==> config.mk <==
export PLATFORM = sky130hd
export DESIGN_NAME = booth
export DESIGN_NICKNAME = d
export VERILOG_FILES = /design/src/rtl/booth_pkg.sv /design/src/rtl/booth_step.sv /design/src/rtl/booth.sv
export SDC_FILE = /design/constraint.sdc
export NUM_CORES = 1
export LEC_CHECK = 0
export CAP_MARGIN = 20
export CORE_ASPECT_RATIO = 0.5
export CORE_MARGIN = 3
export CORE_UTILIZATION = 55
export CTS_CLUSTER_DIAMETER = 150
export DETAILED_ROUTE_END_ITERATION = 12
export HOLD_SLACK_MARGIN = 0.08
export PLACE_DENSITY = 0.8
export SETUP_SLACK_MARGIN = 0.2
export SLEW_MARGIN = 20
export SYNTH_ARGS = -nofsm -noshare
export SYNTH_HDL_FRONTEND = slang
export SYNTH_HIERARCHICAL = 1
export SYNTH_SLANG_ARGS = --single-unit
==> constraint.sdc <==
create_clock -name clk -period 7.8 [get_ports clk]
set_input_delay 2.34 -clock clk [delete_from_list [all_inputs] [get_ports clk]]
set_output_delay 2.34 -clock clk [all_outputs]
set_load 0.05 [all_outputs]
==> src/rtl/booth_pkg.sv <==
// Shared types and helpers for the booth sequential multiplier.
// Define BOOTH_RADIX4_EN to select radix-4 (modified Booth) recoding.
package booth_pkg;

   localparam int unsigned DefaultWidth = 8;

   typedef enum logic {
      IDLE = 1'b0,
      RUN  = 1'b1
   } state_t;

   typedef enum logic [2:0] {
      ZERO = 3'd0,
      PM   = 3'd1,
      NM   = 3'd2,
      P2M  = 3'd3,
      N2M  = 3'd4
   } digit_t;

   // Radix-4 needs one extra guard bit so that +-2M never overflows the accumulator.
   function automatic int unsigned acc_width(input int unsigned n);
`ifdef BOOTH_RADIX4_EN
      return n + 2;
`else
      return n + 1;
`endif
   endfunction

   function automatic int unsigned step_count(input int unsigned n);
`ifdef BOOTH_RADIX4_EN
      return n / 2;
`else
      return n;
`endif
   endfunction

   function automatic digit_t booth_digit(input logic [2:0] bits);
      digit_t d;
      unique case (bits)
         3'b001, 3'b010: d = PM;
         3'b011:         d = P2M;
         3'b100:         d = N2M;
         3'b101, 3'b110: d = NM;
         default:        d = ZERO;
      endcase
      return d;
   endfunction

endpackage

==> src/rtl/booth_step.sv <==
// One combinational Booth iteration: add/sub of the multiplicand, then arithmetic shift.
// Radix-2 by default; BOOTH_RADIX4_EN selects a two-bit radix-4 step.
import booth_pkg::*;

module booth_step #(
   parameter int unsigned N = DefaultWidth
) (
   input  logic [acc_width(N)-1:0] acc,
   input  logic [N-1:0]            q,
   input  logic                    q_1,
   input  logic [acc_width(N)-1:0] m,
   output logic [acc_width(N)-1:0] acc_next,
   output logic [N-1:0]            q_next,
   output logic                    q_1_next
);

   localparam int unsigned AW = acc_width(N);

   logic [AW-1:0] sum;

`ifdef BOOTH_RADIX4_EN
   digit_t        digit;
   logic [AW-1:0] m2;

   always_comb begin
      m2    = {m[AW-2:0], 1'b0};
      digit = booth_digit({q[1], q[0], q_1});
      sum   = acc;
      unique case (digit)
         PM:      sum = acc + m;
         NM:      sum = acc - m;
         P2M:     sum = acc + m2;
         N2M:     sum = acc - m2;
         default: sum = acc;
      endcase
      acc_next = {{2{sum[AW-1]}}, sum[AW-1:2]};
      q_next   = {sum[1:0], q[N-1:2]};
      q_1_next = q[1];
   end
`else
   always_comb begin
      sum = acc;
      unique case ({q[0], q_1})
         2'b01:   sum = acc + m;
         2'b10:   sum = acc - m;
         default: sum = acc;
      endcase
      acc_next = {sum[AW-1], sum[AW-1:1]};
      q_next   = {sum[0], q[N-1:1]};
      q_1_next = q[0];
   end
`endif

endmodule

==> src/rtl/booth.sv <==
// Sequential signed Booth multiplier with a start/busy/done handshake.
// BOOTH_RADIX4_EN halves the step count using radix-4 recoding.
import booth_pkg::*;

module booth #(
   parameter int unsigned N = DefaultWidth
) (
   input  logic           clk,
   input  logic           rst,
   input  logic           start,
   input  logic [N-1:0]   a,
   input  logic [N-1:0]   b,
   output logic           busy,
   output logic           done,
   output logic [2*N-1:0] mul
);

   localparam int unsigned AW    = acc_width(N);
   localparam int unsigned Steps = step_count(N);
   localparam int unsigned CW    = $clog2(N) + 1;

   if (N < 2) begin : g_width_check
      $error("booth: N must be >= 2");
   end
`ifdef BOOTH_RADIX4_EN
   if ((N % 2) != 0) begin : g_even_check
      $error("booth: N must be even for radix-4 recoding");
   end
`endif

   state_t         state_q, state_d;
   logic [AW-1:0]  acc_q, acc_d;
   logic [AW-1:0]  m_q, m_d;
   logic [N-1:0]   q_q, q_d;
   logic           q1_q, q1_d;
   logic [CW-1:0]  cnt_q, cnt_d;
   logic [2*N-1:0] mul_q, mul_d;
   logic           done_q, done_d;

   logic [AW-1:0]  acc_nx;
   logic [N-1:0]   q_nx;
   logic           q1_nx;

   booth_step #(
      .N(N)
   ) u_step (
      .acc      (acc_q),
      .q        (q_q),
      .q_1      (q1_q),
      .m        (m_q),
      .acc_next (acc_nx),
      .q_next   (q_nx),
      .q_1_next (q1_nx)
   );

   always_comb begin
      state_d = state_q;
      acc_d   = acc_q;
      m_d     = m_q;
      q_d     = q_q;
      q1_d    = q1_q;
      cnt_d   = cnt_q;
      mul_d   = mul_q;
      done_d  = 1'b0;
      unique case (state_q)
         IDLE: begin
            if (start) begin
               m_d     = {{(AW-N){a[N-1]}}, a};
               q_d     = b;
               acc_d   = '0;
               q1_d    = 1'b0;
               cnt_d   = '0;
               state_d = RUN;
            end
         end
         RUN: begin
            acc_d = acc_nx;
            q_d   = q_nx;
            q1_d  = q1_nx;
            cnt_d = cnt_q + CW'(1);
            if (cnt_q == CW'(Steps - 1)) begin
               // Low N bits of ACC plus Q hold the full 2N-bit product.
               mul_d   = {acc_nx[N-1:0], q_nx};
               done_d  = 1'b1;
               state_d = IDLE;
            end
         end
         default: state_d = IDLE;
      endcase
   end

   always_ff @(posedge clk or posedge rst) begin
      if (rst) begin
         state_q <= IDLE;
         acc_q   <= '0;
         m_q     <= '0;
         q_q     <= '0;
         q1_q    <= 1'b0;
         cnt_q   <= '0;
         mul_q   <= '0;
         done_q  <= 1'b0;
      end else begin
         state_q <= state_d;
         acc_q   <= acc_d;
         m_q     <= m_d;
         q_q     <= q_d;
         q1_q    <= q1_d;
         cnt_q   <= cnt_d;
         mul_q   <= mul_d;
         done_q  <= done_d;
      end
   end

   assign busy = (state_q == RUN);
   assign done = done_q;
   assign mul  = mul_q;

endmodule

; Word level (Yosys, flattened, before mapping)
; Cells that the tools add are included.
[classes]
shift = 0
bitwise_logic = 1
n_eq_ne = 4
n_mul = 0
add_sub_neg = 3
order_cmp = 0
n_div = 0
n_mux = 14
reduce_logical = 2
[op_table]
columns = operator, count
row1 = $pmux W9 S2, 2
row2 = $pmux W8 S2, 1
row3 = $add A9 B9 Y9, 1
row4 = $mux W9, 1
row5 = $sub A9 B9 Y9, 1
row6 = $mux W8, 1
row7 = $pmux W4 S2, 1
row8 = $mux W1, 5
row9 = $add A4 B1 Y4 const B, 1
row10 = $eq A4 B3 Y1 const B, 1
row11 = $mux W4, 1
row12 = $pmux W1 S2, 2
row13 = $reduce_and A2 Y1, 2
row14 = $eq A2 B1 Y1 const B, 1
row15 = $eq A2 B2 Y1 const B, 1
row16 = $ne A2 B2 Y1 const B, 1
row17 = $not A1 Y1, 1
[totals]
mem_bits_rw = 0
inputBits = 19
latch_bits = 0
elab_cells = 32
romBits = 0
n_memories = 0
reg_bits = 48

; Longest topological paths before layout
; Gate-level depths: netlist of the first run.
[logic_depth]
depth_word = 3
depth_mapped = 13
ltp_nobuf = 12

; Modules after synthesis
; The synthesis of the first run kept the hierarchy.
[by_module_without_submodules]
columns = module, cells_per_inst, seq_area_each_um2, n_inst, area_each_um2
row1 = booth, 138, 1201.2, 1, 1936.9
row2 = booth_step, 102, 0.0, 1, 734.5

; Least setup slack after synthesis of the first run
; Ideal clock, no wire load.
[synth_timing]
path_type = input to register
from = input port start
to = register m_q[0]
required_time_ns = 7.675
arrival_time_ns = 3.123
slack_ns = 4.552
setup_time_ns = 0.125
path_stages = 4
cell_sequence = buf_2 > nor2b_1 > buf_2 > mux2_2
[synth_between]
elab_chain_cells = 1
[synth_rtl]
columns = item, line
row1 = start: declaration, booth.sv:10  ; input logic start,
row2 = $reduce_and A2 Y1 (no source line), n/a
row3 = end signal: assignment, booth.sv:105  ; m_q <= m_d;
row4 = end: declaration, booth.sv:33  ; logic [AW-1:0] m_q, m_d;
; Every way passes these cells.
; A chain may end at the register's enable or synchronous reset.

; Worst setup path after layout of the first run
[layout_timing]
from = register state_q (netlist: busy)
to = output port busy
[layout_lines]
columns = item, line
row1 = start: declaration, booth.sv:31  ; state_t state_q, state_d;
row2 = start signal: assignment, booth.sv:103  ; state_q <= state_d;
row3 = end: declaration, booth.sv:13  ; output logic busy,
; No word-level cell between the ends.

==> results of run 1 <==
[kinds of logic after synthesis]
family | share of synthesized area (%)
buf+inv | 6.14
simple gates | 11.1
mux | 16.0
fa+ha+maj | 5.90
compound gates | 12.7
flops | 45.0
xor+xnor | 3.28
[per-layer routing]
layer / vias up / track usage (%) / wire [um]
li1: 883 / - / -
met3: 4 / 5.95 / 337
met5: - / 0 / 0
met4: 0 / 5.11 / 42
met2: 61 / 29.8 / 2240
met1: 883 / 27.6 / 2580
[layout by cell type (no fill, tap or decap), drive strengths merged, types with 2 or more instances in the layout]
cell type	n
a211oi	2
a21oi	4
a22o	7
a22oi	2
a31oi	2
clkbuf	6
clkdlybuf4s50	36
clkinv	2
dfrtp	48
ha	11
inv	8
mux2	26
mux2i	10
nand2	20
nand2b	6
nor2	8
nor2b	5
nor3	5
nor4	2
o211ai	2
o21a	2
o21ai	23
o21bai	2
o31ai	2
xnor2	7
xor2	3
[sequential cells by signal (all words and copies together), names as in the netlist]
register	flops
q_q	8
m_q	8
cnt_q	4
mul	16
acc_q	9
done	1
q1_q	1
busy	1
[cells in the mapped netlist (3+ instances only)]
library cell / n
a21oi_1: 4
a22o_1: 7
buf_2: 5
buf_4: 9
clkbuf_1: 3
dfrtp_1: 48
ha_1: 11
inv_1: 9
mux2_2: 17
mux2_4: 9
mux2i_1: 10
nand2_1: 20
nand2b_1: 6
nor2_1: 7
nor2b_1: 5
nor3_1: 4
o21ai_0: 20
o21ai_1: 3
xnor2_1: 7
xor2_1: 3
[final timing paths]
| check | start | endpoint | slack, ps | depth (start not counted) |
|---|---|---|---|---|
| setup / recovery | busy | busy | 3480 | 1 |
| hold / removal | acc_q[0] | acc_q[0] | 510 | 1 |
| setup reg to reg | q_q[0] | mul[15] | 4870 | 9 |
| hold reg to reg | acc_q[0] | acc_q[0] | 510 | 1 |
| max in group asynchronous | rst | busy | 4800 | 2 |
| min in group asynchronous | rst | q_q[6] | 2490 | 2 |
[cell type report]
type,count,area share [%]
multi-input cells,163,42.0
flip-flops and latches,48,38.7
repair buffers,36,11.6
clock buffers,6,2.66
well taps,66,2.66
clock inverters,2,1.25
inverters,9,1.13
[per-stage QoR]
step / hold slack [ps] / cell area [um2] / instances / worst slack [ps]
after floorplan: 459 / 2670 / 240 / 4320
after global placement: 480 / 2980 / 322 / 3420
after detailed placement: 490 / 2980 / 322 / 3370
after CTS: 510 / 3110 / 330 / 3100
after global routing: 527 / 3110 / 330 / 3370
final: 506 / 3110 / 330 / 3480
==> flow_summary.ini, run 1 <==
[floorplanning]
initial_core_util_pct = 59.0
fp.dieArea_mm2 = 0.00578
row_count = 17
ios = 37
die_w_um = 105
coreArea_mm2 = 0.00453
dieHeight_um = 55.3

[global_routing]
grtUsageTotal_pct = 19.6
antenna_found_initial = 0
grt_pass1_wl_um = 9040
grt_max_degree = 49
gr-total-overflow = 0
grt_pass1_vias = 1888

[drt]
drt_first_pass_iters = 4
ant_nets = 0
drc = 0
wl_per_cell_um = 15.8
totalWireLength_um = 5200
num_vias = 1831
dr.first_iter.drc_count = 128
viasPerCell = 5.55

[timing]
timing.fmax_mhz = 231
hold_violations = 0
max-slew-margin-rel_pct = 46.3
setup_viol = 0
finalWorstPathRequiredPeriod_ps = 4320
fin_skew_ps = 2.71
worst_pin_slew_ps = 805
fin_setup_tns_ps = 0
fin_crit_sh_pct = 55.4
slew_viol_final = 0
rsz0062_at_grt = false

[synth]
synth_top_area_cell = dfrtp_1
avgSynthCellArea_um2 = 11.1
ys.warnings.count = 6
synth_cell_type_count = 45
syn_area_mm2 = 0.00267
synth_top_area_share_pct = 45.0
synth-async-reset-ratio_pct = 100
synth_edf_count = 0
synth_ff_type = dfrtp_1
ys_top_cells_by_area = dfrtp_1 (45%), mux2_2 (7.2%), ha_1 (5.2%), mux2_4 (5.1%), mux2i_1 (3.7%)
synth_seq_cells = 48
seq_area_frac_synth_pct = 45.0
synthCells = 240
synth_fp_nets = 271

[final_layout]
drive_gt1_share_pct = 15.5
fillers = 339
utilization_pct = 68.6
areaGrowthSynthToFinish_pct = 16.3
multi_input_area_mm2 = 0.00131
regArea_mm2 = 0.00120
fin_nets = 294
antenna_cells = 0

[clock_tree]
cts_tree = done
cts_root_buf = clkbuf_8
cts_setup_buffers = 0
cts_resized = 0
path_clk_slew_ps = 90
ctsHoldBuffers = 0
clk_latency_ps = 300
cts_buffer_depth = 2
cts.sinks = 48
cts_max_level = 2
cts_inserted_buffers = 5

[setup_path]
critical_path_class = reg2out
slowest_delay_ps = 920
cp_slowest_cell = clkdlybuf4s50_1
cp.arrival_ps = 1980
critPathMaxFanout = 39
critical_path.top_delay_family = buffers and inverters
crit_buf_inv = 1
crit_chain = clkdlybuf4s50_1
start_kind = flip-flop
critPathRequiredTime_ps = 5460
crit_path_end_kind = primary output

[job]
maxCapViolations = 0

[worst_hold_path]
hold_class = reg2reg

[placement]
dpl.hpwl_um = 3760
gp_congestion = 0.804
port-buffer-count = 36

[status]
status = complete, no violations
Power of run 1 is not shown: default switching activity piles up to over one toggle a cycle in this logic, so the estimate is an artifact.
==> run 2, diff against run 1 <==
==> constraint.sdc (replaced) <==
create_clock -name clk -period 4.45 [get_ports clk]
set_input_delay 1.335 -clock clk [delete_from_list [all_inputs] [get_ports clk]]
set_output_delay 1.335 -clock clk [all_outputs]
set_load 0.05 [all_outputs]
==> flow_summary.ini, run 2 (synthesized netlist as in run 1, its figures left out) <==
[floorplanning]
die_w_um = 105
initial_core_util_pct = 59.0
row_count = 17
coreArea_mm2 = 0.00453
fp.dieArea_mm2 = 0.00578
dieHeight_um = 55.3
ios = 37

[timing]
worst_pin_slew_ps = 815
setup_viol = 0
fin_skew_ps = 7.27
rsz0062_at_grt = false
timing.fmax_mhz = 347
fin_setup_tns_ps = 0
fin_crit_sh_pct = 64.8
max-slew-margin-rel_pct = 45.6
slew_viol_final = 0
finalWorstPathRequiredPeriod_ps = 2880
worst_slack_ps = 1570
hold_violations = 0

[final_layout]
drive_gt1_share_pct = 15.8
fin_nets = 296
final_cell_mix = dfrtp_1 (48), clkdlybuf4s50_1 (36), nand2_1 (20), o21ai_0 (20), mux2_2 (17)
utilization_pct = 68.8
instances_no_fill = 332
antenna_cells = 0
final_common_cell = dfrtp_1
largest_register_ffs = 16
areaGrowthSynthToFinish_pct = 16.6

[setup_path]
cp_num_cells = 10
r2r_cells = 10
critical_path_class = reg2reg
start_kind = flip-flop
crit_chain = nor3_1 > a31oi_1 > xnor2_1 > ha_1 > nor3_1 > o21bai_1 > and4_1 > nor3_2 > xor2_1 > mux2_2
crit_path_end_kind = flip-flop
cp.arrival_ps = 3080
slowest_delay_ps = 520
critPathMaxFanout = 5
critical_path.top_delay_family = simple AND/OR/NAND/NOR gates
cp_slowest_cell = nor3_1
crit_buf_inv = 0
critPathRequiredTime_ps = 4650
path_common_cell = nor3_1

[clock_tree]
cts_tree = done
cts.sinks = 48
ctsHoldBuffers = 0
cts_resized = 0
cts_setup_buffers = 0
cts_root_buf = clkbuf_8
cts_inserted_buffers = 5
clk_latency_ps = 310
cts_buffer_depth = 2
cts_max_level = 2
path_clk_slew_ps = 100

[placement]
pre_cts_ws_ps = 1280
gp_congestion = 0.824
dpl.hpwl_um = 3550
placed_cells = 324
port-buffer-count = 36

[global_routing]
grtUsageTotal_pct = 18.9
grt_pass1_wl_um = 8960
grt_max_degree = 49
antenna_found_initial = 0
gr-total-overflow = 0
grt_pass1_vias = 1796

[worst_hold_path]
hold_class = reg2reg
hold_path_depth = 1

[drt]
drt_first_pass_iters = 4
viasPerCell = 5.56
num_vias = 1845
drc = 0
ant_nets = 0
totalWireLength_um = 5250
wl_per_cell_um = 15.8
dr.first_iter.drc_count = 69

[job]
maxCapViolations = 0

[status]
status = complete, no violations
-- run 2: cell type report --
class	instances	area (um2)
Clock buffer	5	68.8
Inverter	9	35.0
Fill cell	343	1420
Clock inverter	3	46.3
Multi-Input combinational cell	163	1310
Tap cell	66	82.6
Timing Repair Buffer	38	375
Sequential cell	48	1200
-- run 2: final timing paths --
path | endpoint | start | slack [ps]
max | mul[15] | m_q[3] | 1570
min | acc_q[0] | acc_q[0] | 510
max reg2reg | mul[15] | m_q[3] | 1570
min reg2reg | acc_q[0] | acc_q[0] | 510
max in group asynchronous | acc_q[8] | rst | 2490
min in group asynchronous | mul[4] | rst | 1470
-- run 2: worst register-to-register path: cells and delay by family, from the launching register on --
| kind | cells | cell delay (ps) |
|---|---|---|
| and+or+nand+nor | 4 | 1100 |
| muxes | 1 | 270 |
| xor gates and xnor gates | 2 | 300 |
| adders and majority gates | 1 | 340 |
| DFF | 1 | 440 |
| AOI/OAI and AO/OA | 2 | 350 |
-- run 2: per-stage QoR --
step / instance area [um2] / hold slack [ps]
after CTS: 3110 / 511
final: 3120 / 509
after global placement: 3000 / 481
after global routing: 3120 / 536
after detailed placement: 3000 / 481
after floorplan: 2670 / 459
-- run 2: layer usage --
metal  vias to the layer above  global-route usage (%)  share of wire [%]
met2                        46                    28.4                 45
met4                         0                    3.41               0.32
met1                       909                    28.5                 50
li1                        886                       -                  -
met3                         4                    3.97                4.5
met5                         -                       0                  0
Power of run 2 is left out for the same reason.
==> run 3, diff against run 2 <==
==> constraint.sdc (replaced) <==
create_clock -name clk -period 2.7 [get_ports clk]
set_input_delay 0.81 -clock clk [delete_from_list [all_inputs] [get_ports clk]]
set_output_delay 0.81 -clock clk [all_outputs]
set_load 0.05 [all_outputs]
==> flow_summary.ini, run 3 (synthesized netlist as in run 1, its figures left out) <==
[status]
status = complete, no violations

[setup_path]
crit_chain = ha_4 > nor2_2 > xnor2_2 > ha_4 > a211oi_4 > o21ai_1 > and4_1 > nor3_2 > xor2_1 > mux2_4
crit_buf_inv = 0
cp.arrival_ps = 2830
cp_slowest_cell = dfrtp_2
path_common_cell = ha_4
start_kind = flip-flop
crit_path_end_kind = flip-flop
critical_path.top_delay_family = simple AND/OR/NAND/NOR gates
slowest_delay_ps = 450
critPathRequiredTime_ps = 2940
critical_path_class = reg2reg
critPathMaxFanout = 9

[final_layout]
final_common_cell = dfrtp_1
largest_register_ffs = 16
final_cell_mix = dfrtp_1 (47), clkdlybuf4s50_1 (35), nand2_1 (20)
antenna_cells = 0
final_area_mm2 = 0.00331
areaGrowthSynthToFinish_pct = 23.9
fin_nets = 307
drive_gt1_share_pct = 26.1

[floorplanning]
initial_core_util_pct = 59.0
die_w_um = 105
dieHeight_um = 55.3
coreArea_mm2 = 0.00453
fp.dieArea_mm2 = 0.00578
row_count = 17
ios = 37

[timing]
hold_violations = 0
setup_viol = 0
fin_crit_sh_pct = 95.7
worst_pin_slew_ps = 509
rsz0062_at_grt = true
finalWorstPathRequiredPeriod_ps = 2590
fin_skew_ps = 5.37
slew_viol_final = 0
whs_ps = 498
timing.fmax_mhz = 387
max-slew-margin-rel_pct = 66.0

[drt]
num_vias = 1884
ant_nets = 0
wl_per_cell_um = 17.0
viasPerCell = 5.51
drt_first_pass_iters = 4
drc = 0
dr.first_iter.drc_count = 73
totalWireLength_um = 5810

[global_routing]
grt_pass1_vias = 2003
grt_pass1_wl_um = 9840
grt_max_degree = 29
antenna_found_initial = 0
gr-total-overflow = 0
grtUsageTotal_pct = 21.2

[placement]
dpl.hpwl_um = 3920
placed_cell_area_mm2 = 0.00307
port-buffer-count = 36
gp_congestion = 0.885

[job]
maxCapViolations = 0

[worst_hold_path]
hold_class = reg2reg

[clock_tree]
clk_latency_ps = 300
cts_tree = done
cts_buffer_depth = 2
cts.sinks = 48
path_clk_slew_ps = 90
cts_max_level = 2
cts_inserted_buffers = 5
cts_root_buf = clkbuf_8
run 3: changes by cell type in the layout (fill, tap and decap cells not counted), sizes merged:
cell	before	now
clkdlybuf4s50	36	35
bufinv	1	0
buf	2	14
run 3: worst paths after layout:
path	start	to	slack, ps	depth (start not counted)
min in group asynchronous	rst	mul[0]	860	2
worst max register to register	q_q[0]	mul[15]	110	10
worst max-delay path	q_q[0]	mul[15]	110	10
worst min register to register	cnt_q[3]	cnt_q[3]	500	1
worst min-delay path	cnt_q[3]	cnt_q[3]	500	1
max in group asynchronous	rst	q_q[0]	1320	3
run 3: final cells by class:
cell class | count | area [um2]
clock buffer | 5 | 68.8
clock inverter | 2 | 12.5
fill | 322 | 1220
inverter | 9 | 33.8
multi-input combinational | 163 | 1430
sequential | 48 | 1200
tap | 66 | 82.6
timing repair buffer | 49 | 480
run 3: what timing repair did:
action                     4_1_cts  5_1_grt
setup buffers                    6        0
gates resized for setup         12       12
pin swaps                        5        6
hold buffers                     0        0
setup endpoints to repair       11       11
run 3: per-stage QoR:
| step | TNS [ps] | setup WS [ps] | cells | util [%] |
|---|---|---|---|---|
| 2_1_floorplan | 0 | 243 | 240 | - |
| 3_3_place_gp | -33.3 | -26.6 | 329 | 67.7 |
| 3_5_place_dp | -164 | -96.0 | 329 | 67.7 |
| 4_1_cts | 0 | 199 | 342 | 71.9 |
| 5_1_grt | 0 | 34.3 | 342 | 73.1 |
| 6_report | 0 | 115 | 342 | 73.1 |
run 3: layer usage:
metal	GRT usage, %	share of wire (%)	wire length (um)	vias to the layer above
met2	36.6	48	2780	44
li1	-	-	-	912
met1	27.1	47	2720	918
met3	4.08	3.9	225	10
met5	0	0	0	-
met4	7.01	1.5	87	0
Power of run 3 is left out for the same reason.
